`src/rtl/ring_pkg.sv`:
```
// Shared types and fault cause codes for the privilege-ring controller.
package ring_pkg;
    typedef enum logic [1:0] {
        ST_KERNEL = 2'd0,
        ST_USER   = 2'd1,
        ST_FAULT  = 2'd2
    } ring_state_e;

    localparam int CAUSE_W = 3;

    localparam logic [CAUSE_W-1:0] CAUSE_NONE      = 3'd0;
    localparam logic [CAUSE_W-1:0] CAUSE_MEM       = 3'd1;
    localparam logic [CAUSE_W-1:0] CAUSE_REG_A     = 3'd2;
    localparam logic [CAUSE_W-1:0] CAUSE_REG_B     = 3'd3;
    localparam logic [CAUSE_W-1:0] CAUSE_REG_W     = 3'd4;
    localparam logic [CAUSE_W-1:0] CAUSE_BAD_JUMP  = 3'd5;
    localparam logic [CAUSE_W-1:0] CAUSE_BAD_ENTRY = 3'd6;
endpackage

```
`src/rtl/ring_access_checker.sv`:
```
// Combinational user-mode access checker; the lowest-numbered cause wins.
module ring_access_checker
    import ring_pkg::*;
#(
    parameter int                ADDR_W        = 16,
    parameter int                SEL_W         = 5,
    parameter logic [ADDR_W-1:0] RING0_END     = 16'h00FF,
    parameter logic [ADDR_W-1:0] RING0_ENTRY   = 16'h0000,
    parameter logic [ADDR_W-1:0] RING0_MEM_END = 16'h000F,
    parameter logic [SEL_W-1:0]  RING0_REGS    = 5'd3
) (
    input  logic               mem_access,
    input  logic [ADDR_W-1:0]  mem_address,
    input  logic [SEL_W-1:0]   a_sel,
    input  logic [SEL_W-1:0]   b_sel,
    input  logic               write_enable,
    input  logic [SEL_W-1:0]   write_sel,
    input  logic               jump,
    input  logic [ADDR_W-1:0]  jump_target,
    input  logic [31:0]        syscall_reg,
    input  logic               entry_ok,
    output logic               violation,
    output logic [CAUSE_W-1:0] cause,
    output logic [ADDR_W-1:0]  info
);
    // entry_ok marks a pending preemption: the entry jump is then legal without r31.
    always_comb begin
        cause = CAUSE_NONE;
        info  = '0;
        if (mem_access && mem_address <= RING0_MEM_END) begin
            cause = CAUSE_MEM;
            info  = mem_address;
        end else if (a_sel <= RING0_REGS) begin
            cause = CAUSE_REG_A;
            info  = ADDR_W'(a_sel);
        end else if (b_sel <= RING0_REGS) begin
            cause = CAUSE_REG_B;
            info  = ADDR_W'(b_sel);
        end else if (write_enable && write_sel <= RING0_REGS) begin
            cause = CAUSE_REG_W;
            info  = ADDR_W'(write_sel);
        end else if (jump && jump_target <= RING0_END && jump_target != RING0_ENTRY) begin
            cause = CAUSE_BAD_JUMP;
            info  = jump_target;
        end else if (jump && jump_target == RING0_ENTRY && syscall_reg == '0 && !entry_ok) begin
            cause = CAUSE_BAD_ENTRY;
            info  = jump_target;
        end
    end

    assign violation = (cause != CAUSE_NONE);
endmodule

```
`src/rtl/ring_controller.sv`:
```
// Privilege-ring controller: kernel/user tracking, syscall entry/return, sticky faults, timeslice.
module ring_controller
    import ring_pkg::*;
#(
    parameter int                ADDR_W        = 16,
    parameter int                SEL_W         = 5,
    parameter logic [ADDR_W-1:0] RING0_END     = 16'h00FF,
    parameter logic [ADDR_W-1:0] RING0_ENTRY   = 16'h0000,
    parameter logic [ADDR_W-1:0] RING0_MEM_END = 16'h000F,
    parameter logic [SEL_W-1:0]  RING0_REGS    = 5'd3,
    parameter int unsigned       TIMESLICE     = 0
) (
    input  logic               clock,
    input  logic               reset,
    input  logic [ADDR_W-1:0]  io_pc,
    input  logic               io_jump,
    input  logic [ADDR_W-1:0]  io_jumpTarget,
    input  logic               io_memAccess,
    input  logic [ADDR_W-1:0]  io_memAddress,
    input  logic [SEL_W-1:0]   io_aSel,
    input  logic [SEL_W-1:0]   io_bSel,
    input  logic               io_writeEnable,
    input  logic [SEL_W-1:0]   io_writeSel,
    input  logic [31:0]        io_syscallReg,
    output logic [ADDR_W-1:0]  io_programMemoryOffset,
    output logic [ADDR_W-1:0]  io_dataMemoryOffset,
    output logic               io_privileged,
    output logic [ADDR_W-1:0]  io_epc,
    output logic               io_preempt,
    output logic               io_halt,
    output logic [CAUSE_W-1:0] io_faultCause,
    output logic [ADDR_W-1:0]  io_faultInfo
);
    localparam logic [ADDR_W-1:0] USER_OFFSET = RING0_END + ADDR_W'(1);

    ring_state_e        state, state_next;
    logic [31:0]        slice_cnt;
    logic               preempt_pending;
    logic               violation;
    logic [CAUSE_W-1:0] chk_cause;
    logic [ADDR_W-1:0]  chk_info;
    logic               syscall;

    // Counter holds at TIMESLICE until the forced entry jump, which it then legitimises.
    assign preempt_pending = (TIMESLICE != 0) && (slice_cnt == TIMESLICE);
    assign syscall = io_jump && io_jumpTarget == RING0_ENTRY &&
                     (io_syscallReg != '0 || preempt_pending);

    ring_access_checker #(
        .ADDR_W(ADDR_W), .SEL_W(SEL_W), .RING0_END(RING0_END), .RING0_ENTRY(RING0_ENTRY),
        .RING0_MEM_END(RING0_MEM_END), .RING0_REGS(RING0_REGS)
    ) u_checker (
        .mem_access  (io_memAccess),
        .mem_address (io_memAddress),
        .a_sel       (io_aSel),
        .b_sel       (io_bSel),
        .write_enable(io_writeEnable),
        .write_sel   (io_writeSel),
        .jump        (io_jump),
        .jump_target (io_jumpTarget),
        .syscall_reg (io_syscallReg),
        .entry_ok    (preempt_pending),
        .violation   (violation),
        .cause       (chk_cause),
        .info        (chk_info)
    );

    always_ff @(posedge clock or posedge reset) begin
        if (reset) state <= ST_KERNEL;
        else       state <= state_next;
    end

    always_comb begin
        state_next = state;
        case (state)
            ST_KERNEL: if (io_jump && io_jumpTarget > RING0_END) state_next = ST_USER;
            ST_USER: begin
                if (violation)    state_next = ST_FAULT;
                else if (syscall) state_next = ST_KERNEL;
            end
            ST_FAULT:  state_next = ST_FAULT;
            default:   state_next = ST_FAULT;
        endcase
    end

    always_comb begin
        io_privileged          = (state != ST_USER);
        io_halt                = (state == ST_FAULT);
        io_programMemoryOffset = (state == ST_USER) ? USER_OFFSET : '0;
        io_dataMemoryOffset    = (state == ST_USER) ? USER_OFFSET : '0;
    end

    always_ff @(posedge clock or posedge reset) begin
        if (reset) begin
            io_epc        <= '0;
            io_preempt    <= 1'b0;
            io_faultCause <= CAUSE_NONE;
            io_faultInfo  <= '0;
            slice_cnt     <= '0;
        end else begin
            io_preempt <= 1'b0;
            if (state == ST_KERNEL && state_next == ST_USER)
                slice_cnt <= '0;
            else if (state == ST_USER && slice_cnt < TIMESLICE)
                slice_cnt <= slice_cnt + 32'd1;
            if (TIMESLICE != 0 && state == ST_USER && state_next == ST_USER &&
                slice_cnt == TIMESLICE - 32'd1)
                io_preempt <= 1'b1;
            if (state == ST_USER && violation) begin
                io_faultCause <= chk_cause;
                io_faultInfo  <= chk_info;
            end else if (state == ST_USER && state_next == ST_KERNEL) begin
                // A preempted instruction was not executed, so it is resumed, not skipped.
                io_epc <= preempt_pending ? io_pc : io_pc + ADDR_W'(1);
            end
        end
    end
endmodule

```
`config.mk`:
```
export PLATFORM = sky130hd
export DESIGN_NAME = ring_controller
export DESIGN_NICKNAME = d
export VERILOG_FILES = /design/src/rtl/ring_pkg.sv /design/src/rtl/ring_access_checker.sv /design/src/rtl/ring_controller.sv
export SDC_FILE = /design/constraint.sdc
export NUM_CORES = 1
export LEC_CHECK = 0
export ABC_AREA = 1
export CORE_MARGIN = 2
export CORE_UTILIZATION = 35
export CTS_CLUSTER_DIAMETER = 50
export DETAILED_ROUTE_END_ITERATION = 7
export GPL_ROUTABILITY_DRIVEN = 1
export PLACE_DENSITY = 0.89
export SLEW_MARGIN = 20
export SYNTH_ARGS = -nofsm -noshare
export SYNTH_HDL_FRONTEND = slang
export SYNTH_HIERARCHICAL = 1
export SYNTH_SLANG_ARGS = --single-unit
```
`constraint.sdc`:
```
create_clock -name clock -period 1.3 [get_ports clock]
set_clock_uncertainty 0.15 [all_clocks]
set_input_delay 0.13 -clock clock [delete_from_list [all_inputs] [get_ports clock]]
set_output_delay 0.13 -clock clock [all_outputs]
set_load 0.005 [all_outputs]
```
==> impl_results.md <==
- Row cnt: 33
- Failing checks: negative setup slack
- Layout Area Growth over Synthesis: 74.2%
- CTS Buf Count: 5
- F_max: 564 MHz
- Layout cell share with drive strength beyond 1: 40.4%
- Crit Path Class: input pin to register
- RSZ-0062 raised after global routing: yes
- Yosys reg bits: 37
- Area occupied by multi-input gates: 1950 µm²
- Die area: 9210 µm²
- # fillers: 696
- Count of cell types in the netlist: 29
- CTS root buf: clkbuf_8
- CP max FO: 6
- Placed Area: 4800 µm²
- First-pass GRT wire length: 14.8 mm
- PnR worst setup slack: -474 ps
- Synth Instances: 420
- Post-detail-place hpwl: 6.95 mm
- Hold_buf cts: 0
- Grt ovf: 0
- Antenna cell count: 0
- H-tree level count: 2
- Critical path startpoint category: input pin
- Synthesized area per cell: 7.05 µm²
- Clock Latency Late Sink: 280 ps
- Vias: 3383
- Initial antenna violation count: 0
- DRT iter0 DRCs: 68
- Die H: 96.0 µm
- Reg-to-Reg End: io_faultCause[1]$_DFFE_PP0P_
- Critical path required time: 1330 ps
- Pin count of the biggest net entering global routing: 38
- Setup TNS: -15990 ps
- Synth Cell Area: 2960 µm²
- Total GRT Usage: 20.4%
- Post-DR vias/cell: 4.52
- Run status: finished with violations
- Count of final hold-check violations: 0
- Finish-stage setup viols: 40
- FF-to-FF path depth: 5
- Initial core utilization: 36.0%
- Top Layer Used: met4
- Worst R2R Setup Slack: -210 ps
- Reg area: 926 µm²
- Worst setup path end: io_epc[2]$_DFFE_PP0P_
- Final period utilization: 136%
- Wire length on met2: 5.36 mm
- Wl on met1: 3.84 mm
- Core Util, Final: 62.8%
- Sequential element share of the synthesized area: 31.3%
- Worst setup EP type: register
- Routed Antenna Nets: 0
- DRT Wirelength: 10.1 mm
- Placer congestion estimate: 0.937
- Routed wl met3: 511 µm
- Clk sinks: 37
- Worst hold-check path type: input pin to async pin
- Max-cap violations: 0
- Vias in the first global route: 3381
- Routed length per instance: 13.4 µm
- Reg2Reg Launch Point: state[1]$_DFF_PP0_
- Final nets: 743
- PortBufs: 138
- Final Cell Area: 5160 µm²
- Clock transition at path regs: 80 ps
- Pre-CTS setup slack: -1120 ps
- First-pass DRT Iterations: 4
- Die X: 96.0 µm
- I/O pin total: 170
- Tmin final: 1770 ps
- Yosys Warn Count: 6
- Maximum vdd drop: 0.402 mV
- Buffer levels on the longest clock path: 2
- Critical path data arrival time: 1800 ps
- Placeable Area: 8220 µm²
- Leak: 2.78 nW
- Power per cell area: 557 nW/µm²
- DR DRC count: 0
- Total Power: 2.87 mW
- Max Slew Vio Count: 0
- CP startpoint: io_writeSel[4]
- TritonCTS clock tree: built
## power by group
part / total, mW / switching (mW) / internal [mW] / leakage, nW
Clock: 1.05 / 0.428 / 0.624 / 0.0574
Sequential: 1.15 / 0.00000201 / 1.15 / 0.481
Combinational: 0.671 / 0.317 / 0.354 / 2.24
## per-layer routing
layer	vias up	track usage [%]
met5	-	0
met4	0	7.62
met3	29	3.45
met2	118	39.8
met1	1567	21.6
li1	1669	-
## worst max-delay path, cell delays in order
cell and delay [ps]:
dlygate4sd2_1 230, nor3_2 150, nand2_2 130, buf_4 160
nand2_4 50, nor2_4 40, nor2_4 130, nand3_4 130
nor2_4 180, nand3_4 150, clkbuf_16 210, nand2_4 50
o21ai_2 50
## repair_timing
item,4_1_cts,5_1_grt
pin swaps,70,54
endpoints found under the hold margin,0,0
cloned,1,3
resized for setup,265,80
endpoints found under the setup margin,76,41
buffers inserted,19,5
## how the worst min path moves through the flow
stage / startpoint / end / depth (start not counted)
CTS: reset / io_faultInfo[7]$_DFFE_PP0P_ / 3
global placement: io_epc[1]$_DFFE_PP0P_ / io_epc[1]$_DFFE_PP0P_ / 2
finish: reset / io_faultInfo[14]$_DFFE_PP0P_ / 3
global route: reset / io_faultInfo[14]$_DFFE_PP0P_ / 3
floorplan: io_pc[0] / io_epc[0]$_DFFE_PP0P_ / 1
detailed placement: io_epc[1]$_DFFE_PP0P_ / io_epc[1]$_DFFE_PP0P_ / 2
## flip-flops by register name (all words and copies together) (netlist names)
signal	cells
io_epc	16
io_faultInfo	16
io_faultCause	3
state	2
## final cells by class
| cell class | instances | share of cell area [%] |
|---|---|---|
| Clock buffer | 6 | 1.60 |
| Clock inverter | 2 | 0.727 |
| Sequential cell | 37 | 17.9 |
| Tap cell | 105 | 2.55 |
| Timing Repair Buffer | 223 | 35.9 |
| Multi-Input combinational cell | 326 | 37.7 |
| Inverter | 49 | 3.56 |
## placed cells by master, fill, tap and decap left out, types with 3 or more instances in the layout
cell             synthesis  final
nor2_4                   5     13
mux2_4                   0     11
nand3_1                 19     15
clkdlybuf4s50_1          0     27
xnor2_1                  3      3
nand2_2                  6     15
nand4_1                 10     10
nor3_2                   2      6
buf_6                    2     14
dfrtp_1                 37     37
buf_12                   0      3
conb_1                   2     40
nor2_1                  78     65
mux2_2                  19      8
inv_1                   46     37
o21ai_2                  5      5
nand2_1                101     83
clkdlybuf4s15_1          0      9
nand2_4                  1      9
clkbuf_2                 0     28
buf_2                    3     20
dlygate4sd2_1            0     43
nor2_2                  12     17
nand3_2                  5      7
clkbuf_8                 0      6
inv_2                    3     12
xor2_1                   5      5
buf_4                   41     74
## synth_stat cells
cell type	number	area, µm²
nor4_1	1	6.26
nand2_2	6	37.5
nand3_1	19	95.1
o21ai_2	5	43.8
nor2_1	78	293
nor2_4	5	56.3
or2_2	1	6.26
xor2_1	5	43.8
inv_2	3	11.3
nand2_1	101	379
buf_6	2	22.5
a21oi_1	3	15.0
nor2_2	12	75.1
mux2_2	19	214
or2_0	1	6.26
nand3_2	5	50.1
dfrtp_1	37	926
ha_1	1	12.5
conb_1	2	7.51
buf_2	3	15.0
nor3_2	2	20.0
nand4_1	10	62.6
o21bai_1	2	15.0
buf_4	41	308
inv_1	46	173
xnor2_1	3	26.3
o21ai_1	2	10.0
nor3_1	4	20.0
nand2_4	1	11.3
## metrics by stage
step	std cells	hold slack, ps
floorplan	458	61.1
global placement	713	312
detailed placement	713	319
CTS	740	42.4
global route	748	63.7
finish	748	43.6
## cells by family (layout without fill, tap and decap cells)
group	after synthesis	after routing	synth area share, %
AND/OR/NAND/NOR	246	246	37.8
buffers and inverters	95	280	17.9
flip-flops	37	37	31.3
multiplexers	19	19	7.22
AO/OA/AOI/OAI	12	12	2.83
XOR/XNOR	8	8	2.37
other	2	40	0.254
adder cells (fa/ha/maj)	1	1	0.422
No activity file was read; power rests on OpenSTA's default activity.
